File: config.mk
export PLATFORM = sky130hd
export DESIGN_NAME = datamem_sized
export DESIGN_NICKNAME = d
export VERILOG_FILES = /design/src/rtl/datamem_sized.sv
export SDC_FILE = /design/constraint.sdc
export NUM_CORES = 2
export LEC_CHECK = 0
export BUFFER_PORTS_ARGS = -buffer_cell sky130_fd_sc_hd__buf_2
export CAP_MARGIN = 20
export CORE_MARGIN = 2
export CORE_UTILIZATION = 70
export CTS_BUF_LIST = sky130_fd_sc_hd__clkbuf_8
export CTS_CLUSTER_DIAMETER = 50
export DETAILED_ROUTE_END_ITERATION = 10
export PLACE_DENSITY_LB_ADDON = 0.05
export SLEW_MARGIN = 30
export SYNTH_ARGS = -nofsm -noshare
export SYNTH_HDL_FRONTEND = slang
export SYNTH_SLANG_ARGS = --single-unit
File: constraint.sdc
create_clock -name clk -period 11.88 [get_ports clk]
set_input_delay 1.782 -clock clk [delete_from_list [all_inputs] [get_ports clk]]
set_output_delay 1.782 -clock clk [all_outputs]
set_load 0.01 [all_outputs]
File: src/rtl/datamem_sized.sv
// Byte-addressed data memory with sized, little-endian loads/stores and a valid/ready handshake.
// Define DATAMEM_CLEAR_EN to zero every word after reset (CLEAR state); otherwise contents power up undefined.
module datamem_sized #(
    parameter int unsigned XLEN   = 64,
    parameter int unsigned DEPTH  = 32,
    parameter int unsigned ADDR_W = 64
) (
    input  logic              clk,
    input  logic              rst,
    input  logic              req_valid,
    output logic              req_ready,
    input  logic              req_we,
    input  logic [1:0]        req_size,
    input  logic              req_unsigned,
    input  logic [ADDR_W-1:0] req_addr,
    input  logic [XLEN-1:0]   req_wdata,
    output logic              resp_valid,
    input  logic              resp_ready,
    output logic [XLEN-1:0]   resp_rdata,
    output logic              resp_err
);
    localparam int unsigned BYTES = XLEN / 8;
    localparam int unsigned OFF_W = $clog2(BYTES);
    localparam int unsigned IDX_W = (DEPTH > 1) ? $clog2(DEPTH) : 1;

`ifdef DATAMEM_CLEAR_EN
    typedef enum logic [1:0] {StClear, StIdle, StResp} state_e;
    localparam state_e ResetState = StClear;
`else
    typedef enum logic [0:0] {StIdle, StResp} state_e;
    localparam state_e ResetState = StIdle;
`endif

    state_e state_q, state_d;

    logic [XLEN-1:0] mem [DEPTH];
    logic [XLEN-1:0] rdata_q, rdata_d;
    logic            err_q, err_d;

    logic [OFF_W-1:0]  offset;
    logic [OFF_W-1:0]  size_mask;
    logic [OFF_W-1:0]  lane;
    logic [ADDR_W-1:0] word_idx;
    logic [IDX_W-1:0]  idx;
    logic [3:0]        nbytes;
    logic              misaligned, out_of_range, oversize, req_err;
    logic              accept, store_we, sign;
    logic [XLEN-1:0]   cur_word, shifted, store_word, load_word;

    assign offset       = req_addr[OFF_W-1:0];
    assign word_idx     = req_addr >> OFF_W;
    assign idx          = word_idx[IDX_W-1:0];
    assign nbytes       = 4'd1 << req_size;
    assign size_mask    = OFF_W'(nbytes - 4'd1);
    assign misaligned   = |(offset & size_mask);
    assign out_of_range = word_idx >= ADDR_W'(DEPTH);
    assign oversize     = 32'(nbytes) > BYTES;
    assign req_err      = misaligned | out_of_range | oversize;
    assign accept       = req_valid & req_ready;
    assign store_we     = accept & req_we & ~req_err;

    assign cur_word = mem[idx];
    assign shifted  = cur_word >> {offset, 3'b000};

    // Position of word byte b within the request data, modulo the word size.
    function automatic logic [OFF_W-1:0] lane_of(input int unsigned b, input logic [OFF_W-1:0] off);
        return OFF_W'(b) - off;
    endfunction

    always_comb begin
        store_word = cur_word;
        load_word  = '0;
        lane       = '0;
        sign       = 1'b0;
        for (int b = 0; b < BYTES; b++) begin
            lane = lane_of(b, offset);
            // Aligned, in-size accesses never wrap, so the modular lane test is exact.
            if (32'(lane) < 32'(nbytes)) begin
                store_word[b*8 +: 8] = req_wdata[{lane, 3'b000} +: 8];
            end
            if (32'(b) == 32'(nbytes) - 32'd1) begin
                sign = shifted[b*8+7];
            end
        end
        for (int b = 0; b < BYTES; b++) begin
            if (32'(b) < 32'(nbytes)) begin
                load_word[b*8 +: 8] = shifted[b*8 +: 8];
            end else begin
                load_word[b*8 +: 8] = {8{sign & ~req_unsigned}};
            end
        end
    end

`ifdef DATAMEM_CLEAR_EN
    logic [IDX_W-1:0] clr_q;
    logic             clear_we, clr_done;

    assign clear_we = (state_q == StClear) & ~rst;
    assign clr_done = clr_q == IDX_W'(DEPTH - 1);

    always_ff @(posedge clk or posedge rst) begin
        if (rst) begin
            clr_q <= '0;
        end else if (clear_we) begin
            clr_q <= clr_done ? '0 : clr_q + 1'b1;
        end
    end
`endif

    // Storage has no reset: rst must never disturb its contents.
    always_ff @(posedge clk) begin
`ifdef DATAMEM_CLEAR_EN
        if (clear_we) begin
            mem[clr_q] <= '0;
        end
`endif
        if (store_we) begin
            mem[idx] <= store_word;
        end
    end

    always_comb begin
        rdata_d = rdata_q;
        err_d   = err_q;
        if (accept) begin
            err_d   = req_err;
            rdata_d = (req_err | req_we) ? '0 : load_word;
        end
    end

    always_ff @(posedge clk or posedge rst) begin
        if (rst) begin
            rdata_q <= '0;
            err_q   <= 1'b0;
        end else begin
            rdata_q <= rdata_d;
            err_q   <= err_d;
        end
    end

    always_ff @(posedge clk or posedge rst) begin
        if (rst) begin
            state_q <= ResetState;
        end else begin
            state_q <= state_d;
        end
    end

    always_comb begin
        state_d = state_q;
        case (state_q)
`ifdef DATAMEM_CLEAR_EN
            StClear: if (clr_done) state_d = StIdle;
`endif
            StIdle:  if (req_valid) state_d = StResp;
            StResp:  if (resp_ready) state_d = StIdle;
            default: state_d = ResetState;
        endcase
    end

    always_comb begin
        req_ready  = 1'b0;
        resp_valid = 1'b0;
        resp_rdata = '0;
        resp_err   = 1'b0;
        if (!rst) begin
            case (state_q)
                StIdle: req_ready = 1'b1;
                StResp: begin
                    resp_valid = 1'b1;
                    resp_rdata = rdata_q;
                    resp_err   = err_q;
                end
                default: ;
            endcase
        end
    end

endmodule

Yosys cells after proc, flatten, opt, wreduce, memory -nomap -nowiden:

Memory sizes are Yosys's and may differ from the RTL's.
Cells that the tools add are included.

* bits in registers: 66
* bits in writable memories: 2048
* input port bits: 136
* output and inout port bits: 67
* logic and storage cells: 100
* memories: 1

Memories
* mem: words 32, width 64, rd ports 1, clocked after memory_dff 0, write ports 1, line 36 `logic [XLEN-1:0] mem [DEPTH];`

* $add $sub $neg: 10
* order comparisons: 18
* eq/ne operators: 7
* shifts and indexed selects: 10
* mux-type cells: 38
* bitwise gates (word level): 11
* reductions and logical operators: 2

Operators with widths (count)
* 64-bit by 7-bit indexed part select with 8-bit output: 8
* 64-bit 2-to-1 mux: 3
* 3-bit by 32-bit equality test with 1-bit output, first input constant: 4
* 8-bit 2-to-1 mux: 16
* 2-bit by 32-bit equality test with 1-bit output, first input constant: 2
* 64-bit by 6-bit right shift with 64-bit output: 1
* 61-bit by 6-bit greater-or-equal comparator with 1-bit output, second input constant: 1
* 1-bit by 32-bit equality test with 1-bit output, first input constant: 1
* 32-bit logical NOT: 1
* 3-bit by 4-bit less-than comparator with 1-bit output: 8
* 1-bit 2-to-1 mux: 18
* 3-bit by 4-bit less-than comparator with 1-bit output, first input constant: 4
* 3-bit subtractor, first input constant: 4
* 1-bit by 4-bit less-than comparator with 1-bit output, first input constant: 2
* 2-bit by 4-bit less-than comparator with 1-bit output, first input constant: 2
* 1-bit by 3-bit subtractor with 3-bit output, first input constant: 2
* 2-bit by 3-bit subtractor with 3-bit output, first input constant: 2
* 4-bit by 1-bit subtractor with 5-bit output, second input constant: 1
* 1-bit bitwise AND: 4
* 4-bit greater-than comparator, second input constant: 1
* 1-bit by 2-bit << shifter with 4-bit output, first input constant: 1
* 3-bit bitwise AND: 1
* 1-bit NOT: 3
* 1-bit OR: 3
* 3 further kinds: 3

Logic depth before layout (Yosys ltp):

* word-level depth: 14
* depth in mapped cells: 17
* depth with buffers taken out: 9

Worst setup path after synthesis:

No wires, ideal clock.

* kind: in2reg
* from: input port req_addr[0]
* to: memory mem[0][53], data pin
* setup time: 0.454 ns
* arrival: 6.779 ns
* required time: 11.426 ns
* slack: 4.647 ns
* cell stages on the path: 16
* path buffers: 8
* cells stage by stage: buf_2 > clkinv_1 > clkbuf_1 > clkbuf_1 > clkbuf_1 > ha_1 > clkbuf_1 > clkbuf_1 > clkbuf_1 > inv_1 > ha_1 > a21o_1 > a21oi_1 > nor2_1 > clkbuf_1 > o21ai_0

* longest elaborated chain between the ends: 3
* elaborated cells between the ends (all ways): 4

RTL lines
* from (decl): line 15 `input logic [ADDR_W-1:0] req_addr,`
* 3-bit subtractor *: line 67 `return OFF_W'(b) - off;`
* 64-bit by 7-bit indexed part select with 8-bit output or 3-bit by 4-bit less-than comparator with 1-bit output (tied branches): line 79, 78
* 8-bit 2-to-1 mux *: line 78 `if (32'(lane) < 32'(nbytes)) begin`
* via store_word[53]: line 48 `logic [XLEN-1:0] cur_word, shifted, store_word, load_word;`
* to (decl): line 36

The timed path passes the listed nets; every way through them passes the cells marked *.

Worst setup path in the final report:

* from: input port req_addr[4]
* to: register rdata_q[37]

* longest elaborated chain between the ends: 13
* elaborated cells between the ends (all ways): 17

RTL lines
* memory read 32 x 64 bit
* 64-bit by 6-bit right shift with 64-bit output: line 63 `assign shifted = cur_word >> {offset, 3'b000};`
* 1-bit 2-to-1 mux (8 in series): line 81 `if (32'(b) == 32'(nbytes) - 32'd1) begin`
* 1-bit bitwise AND: line 89 `load_word[b*8 +: 8] = {8{sign & ~req_unsigned}};`
* 8-bit 2-to-1 mux: line 86 `if (32'(b) < 32'(nbytes)) begin`
* 64-bit 2-to-1 mux *: line 127 `rdata_d = (req_err | req_we) ? '0 : load_word;`
* to (signal assigned): line 136 `rdata_q <= rdata_d;`
* to (decl): line 37 `logic [XLEN-1:0] rdata_q, rdata_d;`

Mark *: on every way between the ends. The rest lies on a longest branch, timed or not.
A chain may end at the register's enable or synchronous reset.

==> flow_summary.html <==
<table>
<tr><th>Metric</th><th>Value</th></tr>
<tr><th colspan="2">Outcome</th></tr>
<tr><td>Outcome</td><td>finished clean</td></tr>
<tr><th colspan="2">Layout</th></tr>
<tr><td>Fin util</td><td>about 79%</td></tr>
<tr><td>Ratio of cells with drive above 1 in the final layout</td><td>a little under a fifth</td></tr>
<tr><td>Net total in the final layout</td><td>roughly 5.4k</td></tr>
<tr><td>Layout overhead on the synthesized area</td><td>11.7%</td></tr>
<tr><th colspan="2">Floorplanning</th></tr>
<tr><td>Core area</td><td>approximately 120,000 um2</td></tr>
<tr><td>Die Area</td><td>124,000 um2</td></tr>
<tr><td>Overall die width</td><td>~350 um</td></tr>
<tr><td>Die Ht</td><td>approximately 350 um</td></tr>
<tr><td>Effective utilization at floorplan</td><td>70.8%</td></tr>
<tr><td>Top-level port count</td><td>~200</td></tr>
<tr><td>Number of standard-cell rows in the floorplan</td><td>about 130</td></tr>
<tr><th colspan="2">Clock network</th></tr>
<tr><td>Clock latency of the later-clocked register in the worst-skew pair</td><td>between 1 and 1.5 ns</td></tr>
<tr><td>Number of buffers inserted to repair setup after CTS</td><td>0</td></tr>
<tr><td>Clock Sinks</td><td>about 2.1k</td></tr>
<tr><td>Buffer cell driving the clock tree root</td><td>clkbuf_8</td></tr>
<tr><td>Resized Gates After CTS</td><td>0</td></tr>
<tr><td>Level count of the clock H-tree</td><td>5</td></tr>
<tr><td>Deepest clock path buffer count</td><td>4</td></tr>
<tr><td>Number of buffers created by CTS</td><td>between 300 and 400</td></tr>
<tr><td>Count of hold buffers inserted by post-cts repair</td><td>0</td></tr>
<tr><td>CTS tree</td><td>yes</td></tr>
<tr><td>Clk pin slew, worst setup/hold paths</td><td>roughly 0.060 ns</td></tr>
<tr><th colspan="2">Synthesis</th></tr>
<tr><td>Fraction of registers with async set/reset</td><td>under 10%</td></tr>
<tr><td>Yosys warning total</td><td>0</td></tr>
<tr><td>Post-Synthesis Cells</td><td>between 4k and 5k</td></tr>
<tr><td>Synthesized area divided by synthesized cell count</td><td>between 15 and 20 um2</td></tr>
<tr><td>Cell area after synthesis</td><td>roughly 85,000 um2</td></tr>
<tr><td>#FFs+latches synth</td><td>about 2.1k</td></tr>
<tr><td>List of most frequent post-synthesis cells</td><td>edfxtp_1, mux2i_1, o22ai_1</td></tr>
<tr><td>Net count after synthesis</td><td>between 4k and 5k</td></tr>
<tr><td>Share of the synthesized area in the top cell type</td><td>about 72%</td></tr>
<tr><td>Sequential area share after synthesis</td><td>74.2%</td></tr>
<tr><td>Largest area contributor in the netlist</td><td>edfxtp_1</td></tr>
<tr><td>Largest cells by area after synthesis</td><td>edfxtp_1, mux2i_1, mux4_2, o22ai_1, dfrtp_1</td></tr>
<tr><td>Most frequent cell after synthesis</td><td>edfxtp_1</td></tr>
<tr><td>Top FF cell, synth</td><td>edfxtp_1</td></tr>
<tr><td>Number of synthesized flops with an enable pin</td><td>around 2.0k</td></tr>
<tr><td>Synth unique cells</td><td>63</td></tr>
<tr><th colspan="2">Job</th></tr>
<tr><td>Number of violations of the max-capacitance limit</td><td>0</td></tr>
<tr><th colspan="2">Pwr</th></tr>
<tr><td>Power per unit of standard cell area</td><td>162 nW/um2</td></tr>
<tr><td>Worst vdd rail ir drop</td><td>between 0.1 and 0.15 mV</td></tr>
<tr><td>Leakage power summed over all cells</td><td>34.2 nW</td></tr>
<tr><th colspan="2">GRT</th></tr>
<tr><td>Global-route met1 utilization</td><td>a little under three fifths</td></tr>
<tr><td>Pin count of the biggest net entering global routing</td><td>between 100 and 150</td></tr>
<tr><td>Via count of the first global-routing pass</td><td>slightly below 50k</td></tr>
<tr><td>Global-route wire length before repair</td><td>between 300 and 400 mm</td></tr>
<tr><td>Most Used Layer, Global Route</td><td>met2</td></tr>
<tr><td>GRT overflow</td><td>0</td></tr>
<tr><td>Total global routing track utilization</td><td>around 41%</td></tr>
<tr><td>Met2 routing resource usage after global routing</td><td>60.1%</td></tr>
<tr><td>Number of antenna violations at the first check in global routing</td><td>15</td></tr>
<tr><td>Met3 Resource Use GR</td><td>13.6%</td></tr>
<tr><th colspan="2">Timing</th></tr>
<tr><td>Setup repair after global routing missed its margin</td><td>false</td></tr>
<tr><td>Final sum of negative setup slack</td><td>0 ns</td></tr>
<tr><td>Worst relative slew slack</td><td>27.4%</td></tr>
<tr><td>Post-route minimum period</td><td>just over 6 ns</td></tr>
<tr><td>Final setup vio count</td><td>0</td></tr>
<tr><td>Final Hold Viols</td><td>0</td></tr>
<tr><td>Transition time of the tightest slew-check pin</td><td>around 1.1 ns</td></tr>
<tr><td>Highest achievable clock rate</td><td>between 150 and 200 MHz</td></tr>
<tr><td>Max-slew violation count</td><td>0</td></tr>
<tr><td>Final clock period utilization by the worst path</td><td>between 50% and 60%</td></tr>
<tr><td>Worst clock skew on the final layout</td><td>~0.060 ns</td></tr>
<tr><th colspan="2">Detailed routing</th></tr>
<tr><td>Number of detailed-route iterations in the first pass</td><td>9</td></tr>
<tr><td>Count of routing violations after the opening detailed-route iteration</td><td>around 9k</td></tr>
<tr><td>DRT antenna net count</td><td>0</td></tr>
<tr><td>Routed wire length</td><td>roughly 260 mm</td></tr>
<tr><td>DRC errors left</td><td>0</td></tr>
<tr><td>Routed length per placed instance</td><td>36.2 um</td></tr>
<tr><td>Per-cell via count in the routed design</td><td>around 7.3</td></tr>
<tr><td>Routed via count</td><td>between 50k and 60k</td></tr>
<tr><th colspan="2">Placed design</th></tr>
<tr><td>Quantity of I/O buffers inserted on ports</td><td>between 200 and 250</td></tr>
<tr><td>Global placer's final weighted congestion</td><td>about 1</td></tr>
<tr><td>Half-perimeter wire length of the detailed placement result</td><td>~150 mm</td></tr>
<tr><th colspan="2">Critical path</th></tr>
<tr><td>Worst setup path class</td><td>in2reg</td></tr>
<tr><td>Maximum net fanout on the critical path</td><td>130</td></tr>
<tr><td>CP required</td><td>around 13 ns</td></tr>
<tr><td>Kind of start point of the critical path</td><td>input pin</td></tr>
<tr><td>Worst path arrival time</td><td>6.89 ns</td></tr>
<tr><td>Worst setup EP type</td><td>flop</td></tr>
<tr><th colspan="2">Min path</th></tr>
<tr><td>Worst min-delay path category</td><td>reg2reg</td></tr>
</table>
[area by class of cell]
| class | instances | area, um2 |
|---|---|---|
| diodes | 13 | 32.5 |
| clock buffers | 354 | 4870 |
| clock inverters | 211 | 860 |
| fillers | 6475 | 25200 |
| inverters | 15 | 57.6 |
| multi-input cells | 2405 | 21300 |
| flip-flops and latches | 2114 | 63200 |
| well taps | 1612 | 2020 |
| repair buffers | 373 | 2760 |
[metal layers]
metal  up-vias  routed length (um)
met4        14               15000
met5         -                 276
met1     25700               87500
li1      20500                   -
met3       921               41200
met2      4715              113000
[kinds of logic (layout without fill, tap and decap cells)]
logic type / after synthesis / count (layout) / share of synthesized area, %
and+or+nand+nor: 568 / 568 / 3.36
adders and majority gates: 13 / 13 / 0.191
AOI/OAI and AO/OA: 673 / 673 / 5.11
xor gates and xnor gates: 2 / 2 / 0.0206
buffers and inverters: 310 / 953 / 1.62
other: 0 / 13 / 0
DFF: 2114 / 2114 / 74.2
muxes: 1149 / 1149 / 15.5
[per-stage QoR]
| step | hold WS (ns) | area [um2] | std cells | setup WS [ns] | power, mW |
|---|---|---|---|---|---|
| 2_1_floorplan | 0.440 | 85100 | 4829 | 4.65 | 9.50 |
| 3_3_place_gp | 0.460 | 88600 | 6500 | 4.77 | 10.0 |
| 3_5_place_dp | 0.477 | 89200 | 6516 | 4.79 | 10.1 |
| 4_1_cts | 0.490 | 94900 | 7081 | 5.85 | 15.4 |
| 5_1_grt | 0.505 | 95100 | 7086 | 5.73 | 15.8 |
| 6_report | 0.491 | 95100 | 7097 | 5.82 | 15.4 |
[power breakdown]
part	total [mW]	internal, mW	switching [mW]
registers	8.57	8.57	0.000618
logic	1.41	0.363	1.05
clock network	5.46	2.75	2.72
[worst paths after layout]
check                                  startpoint                 endpoint  slack (ns)  cells after the start
setup / recovery                      req_addr[4]  rdata_q[37]$_DFFE_PP0P_        5.82                     14
min in group asynchronous                     rst        err_q$_DFFE_PP0P_        0.98                      3
setup reg to reg                state_q$_DFF_PP0_    mem[20][59]$_DFFE_PP_        6.61                      9
hold reg to reg            rdata_q[8]$_DFFE_PP0P_   rdata_q[8]$_DFFE_PP0P_        0.49                      2
hold / removal             rdata_q[8]$_DFFE_PP0P_   rdata_q[8]$_DFFE_PP0P_        0.49                      2
max in group asynchronous                     rst   rdata_q[6]$_DFFE_PP0P_       10.37                      3
[worst max-delay path, cell delays in order]
cell and delay, ns:
buf_12 0.66, buf_12 0.70, buf_12 0.65, buf_4 0.47, buf_16 0.31, mux2i_1 0.23
o22ai_1 0.11, nor4_1 0.38, nand2_1 0.24, mux2_2 0.33, nor2_1 0.10, a21oi_1 0.08
a22oi_1 0.22, nand2_1 0.09
[layout by cell type, fill, tap and decap left out, types with 5 or more instances in the layout]
cell / instances
a21oi_1: 31
a21oi_2: 5
a22oi_1: 59
a32oi_1: 9
and2_1: 69
buf_12: 11
buf_16: 14
buf_2: 198
buf_4: 141
buf_6: 8
clkbuf_8: 354
clkinv_1: 70
clkinv_2: 17
dfrtp_1: 66
diode_2: 13
edfxtp_1: 2048
ha_1: 12
inv_1: 128
inv_2: 5
mux2_2: 16
mux2i_1: 996
mux4_2: 134
nand2_1: 210
nand3_1: 14
nand4_1: 14
nand4bb_4: 5
nor2_1: 56
nor2_2: 6
nor2_4: 33
nor4_1: 124
o211ai_1: 12
o211ai_2: 15
o21ai_0: 17
o21ai_1: 24
o21ai_2: 12
o21ai_4: 21
o22ai_1: 441
o31ai_1: 6
[state kept, by name, indices dropped and copies added, names as in the netlist]
signal,count
rdata_q,64
mem,2048
state_q,1
err_q,1
(Power assumes the default switching activity.)
